**config.mk**
```make
export PLATFORM = sky130hd
export DESIGN_NAME = generador_paso_auto
export DESIGN_NICKNAME = d
export VERILOG_FILES = /design/src/rtl/generador_paso_auto_pkg.sv /design/src/rtl/generador_paso_auto_temporizador_fase.sv /design/src/rtl/generador_paso_auto.sv
export SDC_FILE = /design/constraint.sdc
export NUM_CORES = 1
export LEC_CHECK = 0
export CAP_MARGIN = 20
export CORE_MARGIN = 2
export CORE_UTILIZATION = 55
export DETAILED_ROUTE_END_ITERATION = 12
export PLACE_DENSITY = 0.87
export SYNTH_ARGS = -nofsm -noshare
export SYNTH_HDL_FRONTEND = slang
export SYNTH_SLANG_ARGS = --single-unit
```
**constraint.sdc**
```tcl
create_clock -name clk -period 2.2 [get_ports clk]
set_input_delay 0.22 -clock clk [delete_from_list [all_inputs] [get_ports clk]]
set_output_delay 0.22 -clock clk [all_outputs]
set_load 0.02 [all_outputs]
```
**src/rtl/generador_paso_auto_pkg.sv**
```systemverilog
// Shared types and constants for the parking-lot passage generator.
// Holds the FSM state enum, direction codes and per-phase {a,b} sensor patterns.
package paquete_estacionamiento;

  typedef enum logic [2:0] {
    ST_IDLE = 3'd0,
    ST_P1   = 3'd1,
    ST_P2   = 3'd2,
    ST_P3   = 3'd3,
    ST_GAP  = 3'd4,
    ST_REV  = 3'd5
  } estado_t;

  localparam logic DIR_ENTRA = 1'b0;
  localparam logic DIR_SALE  = 1'b1;

  localparam logic [1:0] PAT_ENTRA_P1 = 2'b10;
  localparam logic [1:0] PAT_ENTRA_P2 = 2'b11;
  localparam logic [1:0] PAT_ENTRA_P3 = 2'b01;
  localparam logic [1:0] PAT_SALE_P1  = 2'b01;
  localparam logic [1:0] PAT_SALE_P2  = 2'b11;
  localparam logic [1:0] PAT_SALE_P3  = 2'b10;
  localparam logic [1:0] PAT_LIBRE    = 2'b00;

  // REV replays the P1 pattern: the car backs out over the sensor it first tripped.
  function automatic logic [1:0] patron(input logic dir, input estado_t est);
    logic [1:0] p;
    p = PAT_LIBRE;
    case (est)
      ST_P1, ST_REV: p = (dir == DIR_SALE) ? PAT_SALE_P1 : PAT_ENTRA_P1;
      ST_P2:         p = (dir == DIR_SALE) ? PAT_SALE_P2 : PAT_ENTRA_P2;
      ST_P3:         p = (dir == DIR_SALE) ? PAT_SALE_P3 : PAT_ENTRA_P3;
      default:       p = PAT_LIBRE;
    endcase
    return p;
  endfunction

endpackage

```
**src/rtl/generador_paso_auto_temporizador_fase.sv**
```systemverilog
// Phase dwell down-counter: load a length, count down, expire in the last cycle.
// A loaded value N produces expire in the Nth cycle after the load.
module temporizador_fase (
  input  logic        clk,
  input  logic        rst,
  input  logic        load,
  input  logic [15:0] valor,
  output logic        expire
);

  logic [15:0] cnt;

  always_ff @(posedge clk) begin
    if (rst) begin
      cnt <= 16'd0;
    end else if (load) begin
      cnt <= valor;
    end else if (cnt != 16'd0) begin
      cnt <= cnt - 16'd1;
    end
  end

  assign expire = (cnt == 16'd1);

endmodule

```
**src/rtl/generador_paso_auto.sv**
```systemverilog
// Car passage generator: emulates sensor pairs a/b for enter/exit passages and models occupancy.
// Optional macro GEN_ABORT_EN adds cmd_abort (car backs out during P2 via the REV state).
module generador_paso_auto
  import paquete_estacionamiento::*;
#(
  parameter int DWELL = 4,
  parameter int GAP   = 2
) (
  input  logic       clk,
  input  logic       rst,
  input  logic       cmd_valid,
  input  logic       cmd_dir,
`ifdef GEN_ABORT_EN
  input  logic       cmd_abort,
`endif
  output logic       cmd_ready,
  output logic       a,
  output logic       b,
  output logic       busy,
  output logic       done,
  output logic [2:0] ocupacion,
  output estado_t    state_dbg
);

  // Handshake: a command is taken in the cycle cmd_valid && cmd_ready; cmd_ready is
  // high only in IDLE and there is no queueing, so cmd_valid while busy is simply ignored.

  localparam logic [15:0] DWELL_V = 16'(DWELL);
  localparam logic [15:0] GAP_V   = 16'(GAP);

  estado_t     state, state_n;
  logic        dir, dir_n;
  logic        load;
  logic [15:0] load_val;
  logic        expire;
  logic        fin;
  logic        abort_now;

  temporizador_fase u_temporizador (
    .clk    (clk),
    .rst    (rst),
    .load   (load),
    .valor  (load_val),
    .expire (expire)
  );

`ifdef GEN_ABORT_EN
  // Remember an abort seen anywhere inside P2 until that dwell ends.
  logic abort_pend;
  always_ff @(posedge clk) begin
    if (rst) begin
      abort_pend <= 1'b0;
    end else if (state == ST_P2 && !expire) begin
      abort_pend <= abort_pend | cmd_abort;
    end else begin
      abort_pend <= 1'b0;
    end
  end
  assign abort_now = abort_pend | cmd_abort;
`else
  assign abort_now = 1'b0;
`endif

  always_comb begin
    state_n  = state;
    load     = 1'b0;
    load_val = DWELL_V;
    fin      = 1'b0;
    case (state)
      ST_IDLE: begin
        if (cmd_valid) begin
          state_n = ST_P1;
          load    = 1'b1;
        end
      end
      ST_P1: begin
        if (expire) begin
          state_n = ST_P2;
          load    = 1'b1;
        end
      end
      ST_P2: begin
        if (expire) begin
          state_n = abort_now ? ST_REV : ST_P3;
          load    = 1'b1;
        end
      end
      ST_P3, ST_REV: begin
        if (expire) begin
          fin = (state == ST_P3);
          if (GAP == 0) begin
            state_n = ST_IDLE;
          end else begin
            state_n  = ST_GAP;
            load     = 1'b1;
            load_val = GAP_V;
          end
        end
      end
      ST_GAP: begin
        if (expire) state_n = ST_IDLE;
      end
      default: state_n = ST_IDLE;
    endcase
  end

  assign dir_n = (state == ST_IDLE) ? cmd_dir : dir;

  always_ff @(posedge clk) begin
    if (rst) begin
      state     <= ST_IDLE;
      dir       <= DIR_ENTRA;
      a         <= 1'b0;
      b         <= 1'b0;
      done      <= 1'b0;
      ocupacion <= 3'd0;
    end else begin
      state    <= state_n;
      dir      <= dir_n;
      {a, b}   <= patron(dir_n, state_n);
      done     <= fin;
      if (fin) begin
        if (dir == DIR_ENTRA) begin
          if (ocupacion != 3'd7) ocupacion <= ocupacion + 3'd1;
        end else if (ocupacion != 3'd0) begin
          ocupacion <= ocupacion - 3'd1;
        end
      end
    end
  end

  assign cmd_ready = (state == ST_IDLE);
  assign busy      = (state != ST_IDLE);
  assign state_dbg = state;

endmodule
```
==> results of run 1 <==
-- worst max-delay path: cells and delay by family, from the launching register on --
family / cells / cell delay (ns)
buffers and inverters: 1 / 0.68
DFF: 1 / 0.45
and+or+nand+nor: 1 / 0.40
-- sequential cells by signal, indices dropped and copies added, names as in the netlist --
name and cells:
u_temporizador.cnt 16, ocupacion 3, state_dbg 3, a 1, b 1, dir 1
done 1
-- cells by family after synthesis --
group / after synthesis / share of synthesized area
AO/OA/AOI/OAI: 48 / 0.2050
adder cells (fa/ha/maj): 4 / 0.03713
XOR/XNOR: 7 / 0.03955
AND/OR/NAND/NOR: 76 / 0.3043
buffers and inverters: 18 / 0.05811
multiplexers: 3 / 0.02018
flip-flops: 26 / 0.3358
-- layer usage --
layer,up-vias,global-route usage,part of all wire
met2,57,0.3892,0.50
met5,-,0,0
met3,6,0.03628,0.063
li1,699,-,-
met1,681,0.2621,0.42
met4,0,0.08306,0.015
-- power by group through the flow --
stage | logic (W) | registers [W] | clock network (W)
2_1_floorplan | 0.00130 | 0.000806 | 0
3_3_place_gp | 0.00161 | 0.000842 | 0
3_5_place_dp | 0.00169 | 0.000854 | 0
4_1_cts | 0.00170 | 0.000844 | 0.000247
5_1_grt | 0.00194 | 0.000880 | 0.000262
6_report | 0.00175 | 0.000853 | 0.000243
-- synth_stat cells (all sizes together) --
library cell	n	area, um^2
a2111oi	1	8.760
a21oi	24	142.6
a221oi	1	26.28
a22o	2	17.52
a311oi	1	8.760
a31o	1	8.760
and2	1	6.260
and4	1	8.760
buf	7	48.79
clkbuf	4	15.01
dfxtp	26	520.5
fa	1	20.02
ha	3	37.54
inv	7	26.28
mux2	1	11.26
mux2i	2	20.02
nand2	11	41.29
nand2b	1	6.260
nand3	4	20.02
nand3b	1	7.510
nand4	5	31.28
nor2	11	41.29
nor2b	2	12.51
nor3	7	46.30
nor3b	4	35.03
nor4	6	67.56
nor4b	2	17.52
o211ai	3	22.52
o21a	2	15.01
o21ai	12	60.06
o31ai	1	7.510
or2	1	6.260
or3	16	100.1
or3b	1	8.760
or4	2	15.01
xnor2	4	35.03
xor2	3	26.28
-- layout make-up --
type                            count  share of cell area
Tap cell                           31             0.02188
Sequential cell                    26              0.2936
Inverter                            7             0.01482
Timing Repair Buffer               22              0.1150
Clock buffer                        4             0.02047
Multi-Input combinational cell    138              0.5342
-- worst paths after layout --
kind	startpoint	to	cells after the start
max	state_dbg[0]$_SDFF_PP0_	cmd_ready	2
min reg2reg	u_temporizador.cnt[15]$_SDFFE_PP0P_	u_temporizador.cnt[15]$_SDFFE_PP0P_	2
min	u_temporizador.cnt[15]$_SDFFE_PP0P_	u_temporizador.cnt[15]$_SDFFE_PP0P_	2
max reg2reg	u_temporizador.cnt[3]$_SDFFE_PP0P_	u_temporizador.cnt[11]$_SDFFE_PP0P_	6
-- through the flow --
stage               setup slack [ns]  area (um^2)
floorplan                     0.2204         1550
global placement              0.1794         1718
detailed placement            0.1020         1718
CTS                          0.05287         1754
global route                 0.01951         1773
finish                        0.1293         1773
-- what timing repair did --
item / CTS / global route
setup endpoints to repair: 0 / 18
resized for setup: 0 / 4
buffers inserted: 0 / 1
==> metrics.md, run 1 <==
| Metric | Value |
|---|---|
| Synthesis-to-layout area growth | `14.37%` |
| Flop2flop setup slack | `0.17 ns` |
| Comb power frac | `0.615` |
| Hold Buf Count CTS | `0` |
| Arrival @ worst endpoint | `1.85 ns` |
| Core Area | `2710 um^2` |
| Util after Layout | `0.6542` |
| Final Slew Violations | `0` |
| Worst-path clk slew | `0.14 ns` |
| Routed vias | `1,443` |
| Net count after synthesis | `190` |
| CTS Sinks | `26` |
| Crit Path Max Fanout | `11` |
| Commonest non-fill, non-tap cell in the layout | `dfxtp_1` |
| Avg WL per Cell | `14.99 um` |
| DIE AREA | `3259 um^2` |
| H-tree depth | `1` |
| Worst-Margin Slew | `0.4728 ns` |
| Final Hold Vio Count | `0` |
| N_diodes | `0` |
| Total Routing Usage GR | `0.2183` |
| Hold WS | `0.5420 ns` |
| Most frequent cells in the layout | `26 x dfxtp_1, 18 x a21oi_1, 16 x or3_1, 14 x clkdlybuf4s50_1, 12 x o21ai_0` |
| Placed insts | `223` |
| Post-route minimum period | `2.071 ns` |
| Multi-input logic area | `947.2 um^2` |
| CTS tree | `built` |
| Internal power | `0.001551 W` |
| Pwr Density | `1607 nW/um^2` |
| Register area share after synthesis | `0.3358` |
| Final ANT Viol Nets | `0` |
| Clock Path Buffers | `2` |
| Sw Share | `0.4555` |
| Die width | `57.09 um` |
| DIE HEIGHT | `57.09 um` |
| DR iter-0 viols | `76` |
| CP peak stage delay | `0.68 ns` |
| Ratio of cells with drive above 1 in the final layout | `0.1472` |
| Sequential Power Share | `0.299` |
| Total CTS buffers | `3` |
| Worst clock skew | `0.003422 ns` |
| Design Power | `0.002849 W` |
| RSZ-0062 raised after global routing | `no` |
| Nets | `206` |
| First-pass GRT wire length | `5802 um` |
| Slew Limit Headroom | `0.6844` |
| Post-Syn Area | `1550 um^2` |
| Setup violators final | `0` |
| Clock power share | `0.085` |
| Starting density of the core | `0.5720` |
| CTS root buffer | `clkbuf_4` |
| Post-Layout Cell Count | `228` |
| VDD IR max | `1.163 mV` |
| Clock Latency Late Sink | `0.32 ns` |
| WL final | `3417 um` |
| Crit start category | `flop` |
| LEAKAGE | `0.6050 nW` |
| DR vias/cell | `6.329` |
| Filler Cell Count | `215` |
| Total iterations of the first detailed-routing run | `4` |
| Cells after Synth | `182` |
| YS warnings | `0` |
| Library cells used by synthesis | `44` |
| Setup TNS | `0 ns` |
| Num ports | `15` |
| RePlAce Congestion | `0.8294` |
| # DRC | `0` |
| Pin count of the biggest net entering global routing | `26` |
| Row cnt | `19` |
| Hold Path Class | `flop to flop` |
| NetSw | `0.001298 W` |
| CP Cell Sequence | `nor3_4, clkdlybuf4s50_1` |
| Ratio of final minimum period to clock period | `0.9412` |
| Port buffer count | `14` |
| Max Freq | `482.9 MHz` |
| Crit Path Class | `flop to output port` |
| Max-cap violations | `0` |
| Initial antenna violation count | `0` |
| Critical Path RT | `1.98 ns` |
| CP max-delay cell | `clkdlybuf4s50_1` |
| Grt total ovfl | `0` |
| Vias in the first global route | `1,399` |
| Outcome | `finished clean` |
| Crit. End Element | `output port` |
| Syn avg cell area | `8.518 um^2` |
| Register area | `520.5 um^2` |
| DP HPWL | `2473 um` |
| Synthesized flop and latch total | `26` |
Power figures use the tool's default switching activity.
==> inputs of run 2 (changes only) <==
- CORE_UTILIZATION: 55 -> 56
- PLACE_DENSITY: 0.87 -> 0.88
==> metrics.md, run 2 (synthesized netlist as in run 1, its figures left out) <==
| Metric | Value |
|---|---|
| Outcome | `finished clean` |
| Filler Cell Count | `213 (-0.93%)` |
| CTS tree | `built` |
| Slew Limit Headroom | `0.6959 (+0.01157)` |
| Register area | `521.8 um^2 (+0.24%)` |
| Pin count of the biggest net entering global routing | `26 (unchanged)` |
| Flop2flop setup slack | `0.15 ns (-0.02 ns)` |
| Pwr Density | `1592 nW/um^2 (-0.95%)` |
| Vias in the first global route | `1,247 (-11%)` |
| Total iterations of the first detailed-routing run | `4 (unchanged)` |
| WL final | `3268 um (-4.4%)` |
| Ratio of cells with drive above 1 in the final layout | `0.1480 (+0.0007511)` |
| Design Power | `0.002804 W (-1.6%)` |
| Commonest non-fill, non-tap cell in the layout | `dfxtp_1` |
| CP max-delay cell | `clkdlybuf4s50_1` |
| CTS root buffer | `clkbuf_4` |
| Reg with most FFs | `u_temporizador.cnt` |
| # DRC | `0 (unchanged)` |
| Hold Buf Count CTS | `0 (unchanged)` |
| Most heavily used metal layer in global routing | `met2` |
| Met2 GRT Util | `0.3472 (-0.04199)` |
| DR iter-0 viols | `76 (unchanged)` |
| DP HPWL | `2385 um (-3.6%)` |
| Nets | `205 (-0.49%)` |
| Hold Path Class | `flop to flop` |
| CTS Sinks | `26 (unchanged)` |
| RePlAce Congestion | `0.8944 (+7.8%)` |
| Port buffer count | `14 (unchanged)` |
| Critical Path RT | `1.98 ns (about the same)` |
| Grt total ovfl | `0 (unchanged)` |
| Setup TNS | `0 ns (unchanged)` |
| Final Slew Violations | `0 (unchanged)` |
| Worst-Margin Slew | `0.4555 ns (-0.01732 ns)` |
| Worst-path clk slew | `0.13 ns (about the same)` |
| First-pass GRT wire length | `5292 um (-8.8%)` |
| CP peak stage delay | `0.68 ns (about the same)` |
| Num ports | `15 (unchanged)` |
| H-tree depth | `1 (unchanged)` |
| N_diodes | `0 (unchanged)` |
| Clock Latency Late Sink | `0.33 ns (about the same)` |
| Arrival @ worst endpoint | `1.86 ns (about the same)` |
| Most frequent cells in the layout | `25 x dfxtp_1, 18 x a21oi_1, 16 x or3_1, 14 x clkdlybuf4s50_1, 12 x o21ai_0` |
| Row cnt | `19 (unchanged)` |
| Starting density of the core | `0.5771 (+0.005062)` |
| Grt met3 use | `0.04147 (+0.005193)` |
| Crit. End Element | `output port` |
| Worst clock skew | `0.003266 ns (-0.0001556 ns)` |
| VDD IR max | `1.009 mV (-13%)` |
| Total CTS buffers | `3 (unchanged)` |
| Max reg flops | `16 (unchanged)` |
| Synthesis-to-layout area growth | `13.64%` |
| Avg WL per Cell | `14.40 um (-3.9%)` |
| Die width | `56.62 um (-0.83%)` |
| LEAKAGE | `0.5983 nW (-1.1%)` |
| Setup violators final | `0 (unchanged)` |
| Crit start category | `flop` |
| Max-cap violations | `0 (unchanged)` |
| CP Cell Sequence | `nor3_4, clkdlybuf4s50_1` |
| Total Routing Usage GR | `0.2103 (-0.008013)` |
| Final ANT Viol Nets | `0 (unchanged)` |
| Util after Layout | `0.6558 (+0.001598)` |
| Max Freq | `480.6 MHz (-0.49%)` |
| RSZ-0062 raised after global routing | `no` |
| DIE AREA | `3205 um^2 (-1.7%)` |
| Crit Path Class | `flop to output port` |
| Core Area | `2686 um^2 (-0.88%)` |
| Final Hold Vio Count | `0 (unchanged)` |
| Initial antenna violation count | `0 (unchanged)` |
| Ratio of final minimum period to clock period | `0.9459 (+0.004656)` |
| Met1 GRT Util | `0.2591 (-0.003011)` |
| DR vias/cell | `6.110 (-3.5%)` |
| Post-route minimum period | `2.081 ns (+0.01024 ns)` |
| Clock Path Buffers | `2 (unchanged)` |
| Multi-input logic area | `945.9 um^2 (-0.13%)` |
| Routed vias | `1,387 (-3.9%)` |
| Crit Path Max Fanout | `11 (unchanged)` |
| DIE HEIGHT | `56.62 um (-0.83%)` |
==> run 2: cell types whose count changed in the layout (fill, tap and decap cells not counted), sizes merged <==
cell  previous run  this run
buf              8         7
==> run 2: repair_timing <==
item / 4_1_cts / 5_1_grt
endpoints found under the setup margin: 0 / 15
setup buffers: 0 / 1
gates resized for setup: 0 / 3
endpoints found under the hold margin: 0 / 0
==> run 2: report_power, final <==
group / switching (W) / internal [W] / total (W)
sequential: 0.000240 / 0.000627 / 0.000867
clock: 0.000140 / 0.000102 / 0.000241
combinational: 0.000896 / 0.000800 / 0.00170
total: 0.00128 / 0.00153 / 0.00280
==> run 2: path summary, 6_finish.rpt <==
check,depth (start not counted),start,end
worst max-delay path,2,state_dbg[0]$_SDFF_PP0_,cmd_ready
worst min-delay path,2,u_temporizador.cnt[15]$_SDFFE_PP0P_,u_temporizador.cnt[15]$_SDFFE_PP0P_
worst max register to register,6,u_temporizador.cnt[8]$_SDFFE_PP0P_,u_temporizador.cnt[10]$_SDFFE_PP0P_
worst min register to register,2,u_temporizador.cnt[15]$_SDFFE_PP0P_,u_temporizador.cnt[15]$_SDFFE_PP0P_
==> run 2: metal layers <==
layer | vias up | wire (um) | share of wire
met3 | 5 | 93 | 0.028
met5 | - | 0 | 0
met4 | 0 | 55 | 0.017
met2 | 29 | 1633 | 0.50
met1 | 654 | 1486 | 0.45
li1 | 699 | - | -
==> run 2: cell type report <==
class,instances,area share
clock buffers,4,0.02060
inverters,7,0.01491
well taps,31,0.02202
multi-input cells,138,0.5369
repair buffers,21,0.1094
flip-flops and latches,26,0.2962
==> run 2: critical path: cells and delay by family (launching register included) <==
kind	cells	cell delay (ns)
flops	1	0.44
buf+inv	1	0.68
simple gates	1	0.41
==> run 2: through the flow <==
| step | area (um^2) | instances | setup slack (ns) | hold slack (ns) |
|---|---|---|---|---|
| 2_1_floorplan | 1550 | 182 | 0.2204 | 0.4279 |
| 3_3_place_gp | 1710 | 222 | 0.1734 | 0.5045 |
| 3_5_place_dp | 1710 | 222 | 0.1149 | 0.5143 |
| 4_1_cts | 1747 | 226 | 0.07776 | 0.5391 |
| 5_1_grt | 1762 | 227 | 0.01608 | 0.5737 |
| 6_report | 1762 | 227 | 0.1191 | 0.5442 |
==> inputs of run 3 (changes only) <==
- CORE_UTILIZATION: 56 -> 40
- PLACE_DENSITY: 0.88 -> 0.69
==> metrics.md, run 3 (synthesized netlist as in run 1, its figures left out) <==
| Metric | Value |
|---|---|
| Total Routing Usage GR | `0.1686 (-0.04170)` |
| Avg WL per Cell | `13.61 um (-5.5%)` |
| DP HPWL | `2341 um (-1.8%)` |
| Total CTS buffers | `3 (unchanged)` |
| Initial antenna violation count | `0 (unchanged)` |
| Worst-Margin Slew | `0.4874 ns (+0.03193 ns)` |
| CP top delay family | `buffers and inverters` |
| Row cnt | `22 (+3)` |
| Setup TNS | `0 ns (unchanged)` |
| Setup violators final | `0 (unchanged)` |
| Crit Path Class | `flop to output port` |
| WL met3 | `122 um (+31%)` |
| N_diodes | `0 (unchanged)` |
| CTS Sinks | `26 (unchanged)` |
| Final Slew Violations | `0 (unchanged)` |
| DR iter-0 viols | `80 (+5.3%)` |
| Critical Path Stages | `2 (unchanged)` |
| Crit Path Max Fanout | `12 (+1)` |
| Outcome | `finished clean` |
| Num ports | `15 (unchanged)` |
| CP Cell Sequence | `nor3_4, clkdlybuf4s50_1` |
| Starting density of the core | `0.4203 (-0.1568)` |
| Routed vias | `1,367 (-1.4%)` |
| CP peak stage delay | `0.68 ns (about the same)` |
| Ratio of final minimum period to clock period | `0.9302 (-0.01569)` |
| Max reg flops | `16 (unchanged)` |
| DIE AREA | `4390 um^2 (+37%)` |
| WL final | `3320 um (+1.6%)` |
| Reg with most FFs | `u_temporizador.cnt` |
| Ratio of cells with drive above 1 in the final layout | `0.1480 (unchanged)` |
| Hold Path Depth | `2 (unchanged)` |
| Grt total ovfl | `0 (unchanged)` |
| Reg2Reg Depth | `7 (+1)` |
| Core Area | `3689 um^2 (+37%)` |
| DR vias/cell | `5.602 (-8.3%)` |
| Critical Path RT | `1.98 ns (about the same)` |
| Slew Limit Headroom | `0.6746 (-0.02132)` |
| Final ANT Viol Nets | `0 (unchanged)` |
| Post-Layout Cell Count | `244 (+7.5%)` |
| DIE HEIGHT | `66.26 um (+17%)` |
| RePlAce Congestion | `0.8460 (-5.4%)` |
| Met1 wire length | `1694 um (+14%)` |
| CP max-delay cell | `clkdlybuf4s50_1` |
| Total iterations of the first detailed-routing run | `4 (unchanged)` |
| Hold Path Class | `flop to flop` |
| Crit start category | `flop` |
| Placed insts | `240 (+8.1%)` |
| LEAKAGE | `0.6112 nW (+2.1%)` |
| Crit. End Element | `output port` |
| Crit path buf inv count | `1 (unchanged)` |
| Top Metal Used | `met4` |
| First-pass GRT wire length | `5775 um (+9.1%)` |
| Worst clock skew | `0.002232 ns (-0.001034 ns)` |
| Setup WS post-layout | `0.1536 ns (+0.03451 ns)` |
| Clock Path Buffers | `2 (unchanged)` |
| CTS tree | `built` |
| Synthesis-to-layout area growth | `17.35%` |
| Die width | `66.26 um (+17%)` |
| Final Hold Vio Count | `0 (unchanged)` |
| Hold WS | `0.5402 ns (-0.004021 ns)` |
| Arrival @ worst endpoint | `1.83 ns (-0.03 ns)` |
| Hold Buf Count CTS | `0 (unchanged)` |
| CTS root buffer | `clkbuf_8` |
| H-tree depth | `1 (unchanged)` |
| Max Freq | `488.7 MHz (+1.7%)` |
| # DRC | `0 (unchanged)` |
| Dpl ws | `0.1649 ns (+0.05002 ns)` |
| Worst-path clk slew | `0.09 ns (-0.04 ns)` |
| Vias in the first global route | `1,260 (+1.0%)` |
| Port buffer count | `14 (unchanged)` |
| Clock Latency Late Sink | `0.27 ns (-0.06 ns)` |
| VDD IR max | `0.5140 mV (-49%)` |
| Nets | `205 (unchanged)` |
| Met2 routed WL | `1470 um (-10%)` |
| Pin count of the biggest net entering global routing | `26 (unchanged)` |
| Pwr Density | `1589 nW/um^2 (-0.14%)` |
| Max-cap violations | `0 (unchanged)` |
| Most frequent cells in the layout | `26 x dfxtp_1, 18 x a21oi_1, 16 x or3_1, 14 x clkdlybuf4s50_1, 12 x o21ai_0` |
| Commonest non-fill, non-tap cell in the layout | `dfxtp_1` |
| RSZ-0062 raised after global routing | `no` |
| Post-route minimum period | `2.046 ns (-0.03451 ns)` |
## run 3: per-stage QoR
stage	area [um^2]	power, W	util
3_5_place_dp	1752	0.002540	0.4749
3_3_place_gp	1752	0.002525	0.4749
5_1_grt	1819	0.003151	0.4932
6_report	1819	0.002892	0.4932
4_1_cts	1807	0.002864	0.4898
2_1_floorplan	1550	0.002105	-
## run 3: cell type report
cell class	count	area, um^2
multi-input cells	138	952.2
repair buffers	21	205.2
clock buffers	4	55.05
fillers	363	1869
flip-flops and latches	26	520.5
inverters	7	26.28
well taps	48	60.06
## run 3: routing by layer
metal  vias to the layer above  global-route usage
met3                         2             0.02215
met1                       640              0.2432
li1                        690                   -
met4                         0             0.05612
met2                        35              0.2575
met5                         -                   0
## run 3: worst min-delay path, cell delays in order, from the launching register on
cell and delay (ns):
dfxtp_1 0.35, o21ai_0 0.10, a21oi_2 0.05
## run 3: final timing paths
check,to,startpoint,slack [ns]
setup / recovery,cmd_ready,state_dbg[1]$_SDFF_PP0_,0.15
hold / removal,u_temporizador.cnt[13]$_SDFFE_PP0P_,u_temporizador.cnt[13]$_SDFFE_PP0P_,0.54
setup reg to reg,u_temporizador.cnt[8]$_SDFFE_PP0P_,u_temporizador.cnt[1]$_SDFFE_PP0P_,0.16
hold reg to reg,u_temporizador.cnt[13]$_SDFFE_PP0P_,u_temporizador.cnt[13]$_SDFFE_PP0P_,0.54
## run 3: power breakdown
| group | switching [W] | total, W | internal (W) |
|---|---|---|---|
| clock network | 0.000149 | 0.000309 | 0.000160 |
| registers | 0.000237 | 0.000863 | 0.000626 |
| logic | 0.000898 | 0.00172 | 0.000822 |
| total | 0.00128 | 0.00289 | 0.00161 |
## run 3: what timing repair did
action	4_1_cts	5_1_grt
resized for setup	0	3
setup endpoints to repair	0	14
setup buffers	0	0
